**config.mk**
```make
export PLATFORM = sky130hd
export DESIGN_NAME = axis_row2block_flat
export DESIGN_NICKNAME = d
export VERILOG_FILES = /design/src/rtl/axis_row2block_pkg.sv /design/src/rtl/axis_row2block_if.sv /design/src/rtl/axis_row2block_row_line_buf.sv /design/src/rtl/axis_row2block.sv /design/src/flat_wrapper.sv
export SDC_FILE = /design/constraint.sdc
export NUM_CORES = 1
export LEC_CHECK = 0
export ABC_AREA = 1
export BUFFER_PORTS_ARGS = -buffer_cell sky130_fd_sc_hd__clkbuf_2
export CAP_MARGIN = 25
export CORE_MARGIN = 5
export CORE_UTILIZATION = 58
export CTS_CLUSTER_DIAMETER = 80
export DETAILED_ROUTE_END_ITERATION = 8
export GPL_TIMING_DRIVEN = 0
export PLACE_DENSITY_LB_ADDON = 0.15
export SLEW_MARGIN = 25
export SYNTH_ARGS = -nofsm -noshare
export SYNTH_HDL_FRONTEND = slang
export SYNTH_SLANG_ARGS = --single-unit
```
**constraint.sdc**
```tcl
create_clock -name aclk -period 8.52 [get_ports aclk]
set_input_delay 1.278 -clock aclk [delete_from_list [all_inputs] [get_ports aclk]]
set_output_delay 1.278 -clock aclk [all_outputs]
set_load 0.005 [all_outputs]
```
**src/rtl/axis_row2block_pkg.sv**
```systemverilog
// Shared constants, phase type and helpers for the row-major to 2x2-block stream converter.
package axis_row2block_pkg;

    localparam int unsigned WIDTH      = 16;
    localparam int unsigned BLOCK_SIZE = 2;
    localparam int unsigned CHUNK_SIZE = BLOCK_SIZE * BLOCK_SIZE;

    // Element positions inside one 2x2 chunk: a(r,c) | a(r,c+1) | a(r+1,c) | a(r+1,c+1)
    localparam int unsigned A00_MSB = 4 * WIDTH - 1;
    localparam int unsigned A00_LSB = 3 * WIDTH;
    localparam int unsigned A01_MSB = 3 * WIDTH - 1;
    localparam int unsigned A01_LSB = 2 * WIDTH;
    localparam int unsigned A10_MSB = 2 * WIDTH - 1;
    localparam int unsigned A10_LSB = WIDTH;
    localparam int unsigned A11_MSB = WIDTH - 1;
    localparam int unsigned A11_LSB = 0;

    typedef enum logic {
        PH_EVEN = 1'b0,
        PH_ODD  = 1'b1
    } phase_e;

    function automatic int unsigned clog2(input int unsigned v);
        int unsigned r;
        r = 0;
        while ((64'(1) << r) < 64'(v)) begin
            r++;
        end
        return r;
    endfunction

endpackage

```
**src/rtl/axis_row2block_if.sv**
```systemverilog
// Minimal AXI-Stream bundle used on both sides of the row-to-block converter.
interface axis_row2block_if #(
    parameter int unsigned DATA_W = 32
);

    logic [DATA_W-1:0] tdata;
    logic              tvalid;
    logic              tready;
    logic              tlast;

    modport master (
        output tdata,
        output tvalid,
        output tlast,
        input  tready
    );

    modport slave (
        input  tdata,
        input  tvalid,
        input  tlast,
        output tready
    );

endinterface

```
**src/rtl/axis_row2block_row_line_buf.sv**
```systemverilog
// One-row line buffer: synchronous write, combinational read, no reset so it maps to LUTRAM/BRAM.
module axis_row2block_row_line_buf #(
    parameter int unsigned DEPTH  = 2,
    parameter int unsigned DATA_W = 32,
    parameter int unsigned AW     = 1
) (
    input  logic              aclk,
    input  logic              wr_en,
    input  logic [AW-1:0]     wr_addr,
    input  logic [DATA_W-1:0] wr_data,
    input  logic [AW-1:0]     rd_addr,
    output logic [DATA_W-1:0] rd_data
);

    logic [DATA_W-1:0] mem [DEPTH];

    always_ff @(posedge aclk) begin
        if (wr_en) begin
            mem[wr_addr] <= wr_data;
        end
    end

    assign rd_data = mem[rd_addr];

endmodule

```
**src/rtl/axis_row2block.sv**
```systemverilog
// Row-major pair stream in, 2x2 block chunks out; the even row of each pair is parked in a line buffer.
// Optional tlast framing check and resync: define AXIS_ROW2BLOCK_TLAST_CHECK_EN.
module axis_row2block #(
    parameter int unsigned WIDTH = axis_row2block_pkg::WIDTH,
    parameter int unsigned COLS  = 4,
    parameter int unsigned ROWS  = 8
) (
    input  logic             aclk,
    input  logic             aresetn,
    axis_row2block_if.slave  s_axis,
    axis_row2block_if.master m_axis
`ifdef AXIS_ROW2BLOCK_TLAST_CHECK_EN
    ,
    output logic             err_tlast
`endif
);

    import axis_row2block_pkg::*;

    localparam int unsigned PAIRS = COLS / 2;
    localparam int unsigned CW    = (PAIRS > 1) ? clog2(PAIRS) : 1;
    localparam int unsigned RW    = (ROWS > 1) ? clog2(ROWS) : 1;
    localparam int unsigned BW    = 2 * WIDTH;
    localparam int unsigned OW    = 4 * WIDTH;

    logic [CW-1:0] col_cnt, col_cnt_nxt;
    logic [RW-1:0] row_cnt, row_cnt_nxt;
    logic [OW-1:0] out_data, out_data_nxt;
    logic          out_valid, out_valid_nxt;
    logic          out_last, out_last_nxt;
    logic [BW-1:0] line_rd;
    phase_e        phase;

    logic s_ready_c;
    logic s_fire_c;
    logic at_end_c;
    logic drop_c;
    logic load_c;
    logic wr_en_c;

`ifdef AXIS_ROW2BLOCK_TLAST_CHECK_EN
    logic err_nxt;
`else
    logic unused_tlast;
    assign unused_tlast = s_axis.tlast;
`endif

    assign phase = phase_e'(row_cnt[0]);

    // Next-state: counters, output register and framing check
    always_comb begin
        col_cnt_nxt   = col_cnt;
        row_cnt_nxt   = row_cnt;
        out_data_nxt  = out_data;
        out_valid_nxt = out_valid;
        out_last_nxt  = out_last;
        drop_c        = 1'b0;

        s_ready_c = (phase == PH_EVEN) || !out_valid || m_axis.tready;
        s_fire_c  = s_axis.tvalid && s_ready_c;
        at_end_c  = (row_cnt == RW'(ROWS - 1)) && (col_cnt == CW'(PAIRS - 1));

`ifdef AXIS_ROW2BLOCK_TLAST_CHECK_EN
        err_nxt = err_tlast || (s_fire_c && (s_axis.tlast != at_end_c));
        drop_c  = s_fire_c && s_axis.tlast && !at_end_c;
`endif

        load_c  = s_fire_c && (phase == PH_ODD) && !drop_c;
        wr_en_c = s_fire_c && (phase == PH_EVEN);

        if (m_axis.tready) begin
            out_valid_nxt = 1'b0;
            out_last_nxt  = 1'b0;
        end
        if (load_c) begin
            out_valid_nxt = 1'b1;
            out_data_nxt  = {line_rd, s_axis.tdata};
            out_last_nxt  = at_end_c;
        end

        if (s_fire_c) begin
            if (drop_c) begin
                col_cnt_nxt = '0;
                row_cnt_nxt = '0;
            end else if (col_cnt == CW'(PAIRS - 1)) begin
                col_cnt_nxt = '0;
                row_cnt_nxt = (row_cnt == RW'(ROWS - 1)) ? '0 : row_cnt + RW'(1);
            end else begin
                col_cnt_nxt = col_cnt + CW'(1);
            end
        end
    end

    always_ff @(posedge aclk or negedge aresetn) begin
        if (!aresetn) begin
            col_cnt   <= '0;
            row_cnt   <= '0;
            out_data  <= '0;
            out_valid <= 1'b0;
            out_last  <= 1'b0;
`ifdef AXIS_ROW2BLOCK_TLAST_CHECK_EN
            err_tlast <= 1'b0;
`endif
        end else begin
            col_cnt   <= col_cnt_nxt;
            row_cnt   <= row_cnt_nxt;
            out_data  <= out_data_nxt;
            out_valid <= out_valid_nxt;
            out_last  <= out_last_nxt;
`ifdef AXIS_ROW2BLOCK_TLAST_CHECK_EN
            err_tlast <= err_nxt;
`endif
        end
    end

    axis_row2block_row_line_buf #(
        .DEPTH  (PAIRS),
        .DATA_W (BW),
        .AW     (CW)
    ) u_line_buf (
        .aclk    (aclk),
        .wr_en   (wr_en_c),
        .wr_addr (col_cnt),
        .wr_data (s_axis.tdata),
        .rd_addr (col_cnt),
        .rd_data (line_rd)
    );

    assign s_axis.tready = s_ready_c;
    assign m_axis.tdata  = out_data;
    assign m_axis.tvalid = out_valid;
    assign m_axis.tlast  = out_last;

endmodule

```
**src/flat_wrapper.sv**
```systemverilog
// flat-port wrapper written by rule: the top's interface ports become plain ports
module axis_row2block_flat import axis_row2block_pkg::*;
#(
    parameter int unsigned WIDTH = axis_row2block_pkg::WIDTH,
    parameter int unsigned COLS  = 4,
    parameter int unsigned ROWS  = 8
)
  (aclk, aresetn, s_axis_tdata, s_axis_tvalid, s_axis_tlast, s_axis_tready, m_axis_tdata, m_axis_tvalid, m_axis_tlast, m_axis_tready);
  axis_row2block_if #(.DATA_W(32)) s_axis_i ();
  axis_row2block_if #(.DATA_W(64)) m_axis_i ();
  input  logic aclk;
  input  logic aresetn;
  input wire logic [$bits(s_axis_i.tdata)-1:0] s_axis_tdata;
  input wire logic [$bits(s_axis_i.tvalid)-1:0] s_axis_tvalid;
  input wire logic [$bits(s_axis_i.tlast)-1:0] s_axis_tlast;
  output wire logic [$bits(s_axis_i.tready)-1:0] s_axis_tready;
  output wire logic [$bits(m_axis_i.tdata)-1:0] m_axis_tdata;
  output wire logic [$bits(m_axis_i.tvalid)-1:0] m_axis_tvalid;
  output wire logic [$bits(m_axis_i.tlast)-1:0] m_axis_tlast;
  input wire logic [$bits(m_axis_i.tready)-1:0] m_axis_tready;
  assign s_axis_i.tdata = s_axis_tdata;
  assign s_axis_i.tvalid = s_axis_tvalid;
  assign s_axis_i.tlast = s_axis_tlast;
  assign s_axis_tready = s_axis_i.tready;
  assign m_axis_tdata = m_axis_i.tdata;
  assign m_axis_tvalid = m_axis_i.tvalid;
  assign m_axis_tlast = m_axis_i.tlast;
  assign m_axis_i.tready = m_axis_tready;
  axis_row2block #(.WIDTH(WIDTH), .COLS(COLS), .ROWS(ROWS)) u_core (.aclk(aclk), .aresetn(aresetn), .s_axis(s_axis_i), .m_axis(m_axis_i));
endmodule
```
Word-level counts from Yosys, hierarchy flattened

Memories as Yosys holds them, arrays and structs flattened. A register that Yosys moved wholly into a read port is not among the register bits.
Cells that the tools add are included.

Logic and storage cells: 27
Memories: 1
Output and inout bits: 67
Input bits: 37
Bits in writable memories: 64
Register bits: 70

Reduce and logical (&&, ||, !) cells: 10
Eq/ne operators: 1
Bitwise operators: 1
Multiplexer cells: 7
Add/subtract/negate cells: 2

Memories:

| memory                | depth | bits a word | rd ports | clocked after memory_dff | wr ports | line                              | source |
|---|---|---|---|---|---|---|---|
| u_core.u_line_buf.mem | 2     | 32          | 1        | 1                        | 1        | axis_row2block_row_line_buf.sv:15 | `logic [DATA_W-1:0] mem [DEPTH];` |

Operators by type and width:

| cell                | number |
|---|---|
| $mux 1              | 6 |
| $logic_and 1x1->1   | 4 |
| $add 3x1->3 const B | 1 |
| $eq 3x3->1 const B  | 1 |
| $mux 3              | 1 |
| $logic_not 1->1     | 2 |
| $logic_or 1x1->1    | 2 |
| $reduce_and 2->1    | 1 |
| $reduce_bool 2->1   | 1 |
| $add 1x1->1 const B | 1 |
| $not 1->1           | 1 |

Depth between registers and ports, before layout

Depth in word-level cells: 7
Gate-level depth with buffers: 7
Mapped depth without buffers: 5

Modules after synthesis

Synthesis repeated with hierarchy kept, for this count alone.

Cells, all modules: 476
Area, all modules: 5351.4 µm²

By module, submodules not included:

| module                      | times used | area each (µm²) | seq. area each (µm²) | cells an instance |
|---|---|---|---|---|
| axis_row2block              | 1          | 2922.8          | 1751.7               | 304 |
| axis_row2block_row_line_buf | 1          | 2428.6          | 1921.8               | 172 |

Worst setup path before layout

OpenSTA, ideal clock, no wires.

Path type: input -> register
Start point: input m_axis_tready
End point: memory u_core.u_line_buf.mem[0][0] (enable)
Arrival time: 3788 ps
Data required time: 8059 ps
Stages: 4
Path buffers: 0
Setup time: 461 ps
Slack: 4271 ps
Cells stage by stage: inv_1 -> nand3_1 -> nand2_1 -> nor3_1

Word-level cells in the longest chain between the ends: 5

Ends and longest elaborated chain:

| item                         | line                              | source |
|---|---|---|
| start, declared              | flat_wrapper.sv:20                | `input wire logic [$bits(m_axis_i.tready)-1:0] m_axis_tready;` |
| $logic_or 1x1->1             | axis_row2block.sv:59              | `s_ready_c = (phase == PH_EVEN) \|\| !out_valid \|\| m_axis.tready;` |
| via s_axis_tready            | flat_wrapper.sv:16                | `output wire logic [$bits(s_axis_i.tready)-1:0] s_axis_tready;` |
| $logic_and 1x1->1            | axis_row2block.sv:60              | `s_fire_c = s_axis.tvalid && s_ready_c;` |
| $logic_and 1x1->1            | axis_row2block.sv:69              | `wr_en_c = s_fire_c && (phase == PH_EVEN);` |
| $mux 1                       | axis_row2block_row_line_buf.sv:18 | `if (wr_en) begin` |
| $mux 1 (implied by the code) | axis_row2block_row_line_buf.sv:19 | `mem[wr_addr] <= wr_data;` |
| end, declared                | axis_row2block_row_line_buf.sv:15 |  |

The timed path passes the listed nets, and every way through them passes these cells.

Worst setup path in the final report

Start point: input m_axis_tready
End point: output s_axis_tready

Word-level cells in the longest chain between the ends: 1

Ends and longest elaborated chain:

| item             | line |
|---|---|
| $logic_or 1x1->1 | axis_row2block.sv:59 |
| end, declared    | flat_wrapper.sv:16 |

Every way passes these cells.

==> run_results.csv <==
group,metric,value,unit
status,status,"finished, final reports clean",
hold_path,min_path_cells,2,
logic_synthesis,synth_seq_cells,134,
hold_path,min_from,"u_core.m_axis.tdata[25]",
finish,fin_util,74.39,%
floorplanning,core_area,8721,um2
sta,fin_setup_tns,0,ns
clocking,ctsResizeCount,0,
setup_path,critPathMaxFanout,7,
floorplanning,start_util,59.24,%
power,combPwrFrac,27.1,%
setup_path,required,7.24,ns
grt,antenna_found_initial,0,
clocking,cts_tree,"yes",
setup_path,worstSetupEndpointType,"primary output",
sta,min_period,3.101,ns
grt,grt_usage,21.32,%
run,cap_violations,0,
floorplanning,dieArea,10900,um2
logic_synthesis,ys_types,18,
grt,grt_pass1_vias,3668,
detailed_routing,dr_total_vias,3503,
detailed_routing,postRouteWirelength,10870,um
power,p_switching,0.7244,mW
detailed_routing,drt_iter0_drc,104,
power,seq_power_share,42.8,%
place,port_buffers,102,
place,gp_congestion,0.7504,
sta,finalClockSkew,0.01012,ns
detailed_routing,drc,0,
setup_path,arrival,1.82,ns
clocking,clockRootBuffer,"clkbuf_8",
power,pwr-share-clk,30.1,%
logic_synthesis,syn_nets,480,
clocking,clk_latency,0.51,ns
clocking,clock_sinks,134,
power,internal_power,1.614,mW
sta,final.period_utilization,36.39,%
floorplanning,fp.dieH,104.4,um
power,p_per_area,360.5,nW/um2
finish,final_cell_mix,"109 x nand2_1, 102 x clkbuf_2, 70 x dfrtp_1, 66 x inv_1, 64 x edfxtp_1",
sta,finalMaxSlewViolations,0,
sta,rsz0062_at_grt,"no",
logic_synthesis,seq_area_frac_synth,71.11,%
detailed_routing,postRouteAntennaNets,0,
sta,setup_viol,0,
finish,syn2layout_area_growth,25.58,%
sta,worst_slew_pin_slew,0.5769,ns
clocking,clk_path_buf_depth,2,
finish,final_common_cell,"nand2_1",
clocking,hold_buffers,0,
setup_path,startpoint,"m_axis_tready",
setup_path,r2r_start,"u_core.row_cnt[0]",
finish,final_cells,689,
floorplanning,rows,34,
clocking,clk_pin_slew,0.05,ns
floorplanning,num_io_pins,104,
grt,overflow,0,
finish,nets,607,
grt,grt_pass1_wl,18120,um
place,dp.cells,657,
power,ir_drop,0.2149,mV
hold_path,hp-class,"reg2reg",
power,swShare,30.97,%
sta,slew-limit-headroom,61.54,%
floorplanning,die_w,104.4,um
logic_synthesis,syn_area_per_cell,11.71,um2
logic_synthesis,synthCells,441,
logic_synthesis,synth_area,5166,um2
setup_path,timing_worst_setup_path_type,"in2out",
detailed_routing,vias_per_cell,5.084,
clocking,cts_buffers,17,
grt,grt_max_degree,41,
power,leakagePower,3.133,nW
clocking,post-cts-setup-buffer-count,0,
sta,fmax,0.3225,GHz
place,hpwl,7390,um
setup_path,r2r_cells,4,
sta,hold_viol_final,0,
detailed_routing,first_pass_iters,4,
detailed_routing,wl_per_cell,15.78,um
finish,drive_gt1_share,31.15,%
clocking,cts.htree.levels,4,
finish,antenna-diode-count,0,
logic_synthesis,yosys_warnings,0,
setup_path,cp-start-kind,"input pin",
cell type report:
cell class	count	area, um2
buffer	22	165.2
fill	559	2233
inverter	66	247.7
multi-input combinational	219	1092
sequential	134	3674
timing repair buffer	108	594.3
tap	108	135.1
clock buffer	24	481.7
clock inverter	8	97.59
synth_stat cells:
library cell | count | share of area, %
nand3_2 | 1 | 0.19
nor2_1 | 3 | 0.22
clkbuf_1 | 6 | 0.44
nand2_1 | 109 | 7.9
inv_1 | 66 | 4.8
buf_6 | 10 | 2.2
edfxtp_1 | 64 | 37
nand3_1 | 2 | 0.19
o21ai_2 | 26 | 4.4
nand3b_1 | 1 | 0.15
nor3_1 | 1 | 0.097
ha_1 | 2 | 0.48
o21ai_0 | 32 | 3.1
clkbuf_2 | 1 | 0.097
nand4_1 | 3 | 0.36
o21ai_1 | 39 | 3.8
buf_2 | 5 | 0.48
dfrtp_1 | 70 | 34
state kept, by name (all words and copies together), names as in the netlist:
name,flops
u_core.col_cnt,1
u_core.m_axis.tdata,64
u_core.m_axis.tlast,1
u_core.m_axis.tvalid,1
u_core.row_cnt,3
u_core.u_line_buf.mem,64
through the flow:
stage | total power, mW | instance area, um2 | hold slack [ns] | setup slack [ns]
floorplan | 1.349 | 5166 | 0.4459 | 4.271
global placement | 1.608 | 5812 | 0.4605 | 2.975
detailed placement | 1.652 | 5908 | 0.4684 | 5.420
CTS | 2.362 | 6487 | 0.4836 | 5.420
global route | 2.483 | 6487 | 0.5035 | 5.358
finish | 2.339 | 6487 | 0.4800 | 5.419
cell families (layout without fill, tap and decap cells):
group                      after synthesis  in the layout  synth area share (%)
and+or+nand+nor                        120            120                 9.130
buffers and inverters                   88            228                 7.992
AOI/OAI and AO/OA                       97             97                 11.29
adders and majority gates                2              2                0.4843
DFF                                    134            134                 71.11
power groups by stage:
stage | Clock [mW] | Sequential (mW) | Combinational [mW]
global placement | 0 | 1.00 | 0.604
finish | 0.705 | 1.00 | 0.633
floorplan | 0 | 1.01 | 0.340
global route | 0.746 | 1.02 | 0.713
detailed placement | 0 | 1.01 | 0.643
CTS | 0.714 | 1.00 | 0.648
worst max-delay path: stages:
cell,delay [ns]
clkbuf_2,0.09
inv_1,0.07
nand3_1,0.19
clkbuf_2,0.19
metal layers:
metal	global-route usage, %	wire [um]	part of all wire, %
met1	25.34	4393	40
met2	36.52	5661	52
met3	6.083	659	6.1
met4	8.326	158	1.5
met5	0	0	0
worst paths after layout:
check / end / slack [ns]
setup / recovery: s_axis_tready / 5.42
hold / removal: u_core.m_axis.tdata[25] / 0.48
setup reg to reg: u_core.u_line_buf.mem[1][29] / 6.56
hold reg to reg: u_core.m_axis.tdata[25] / 0.48
max in group asynchronous: u_core.m_axis.tdata[17] / 7.21
min in group asynchronous: u_core.m_axis.tlast / 0.73
No activity file was read; power rests on OpenSTA's default activity.
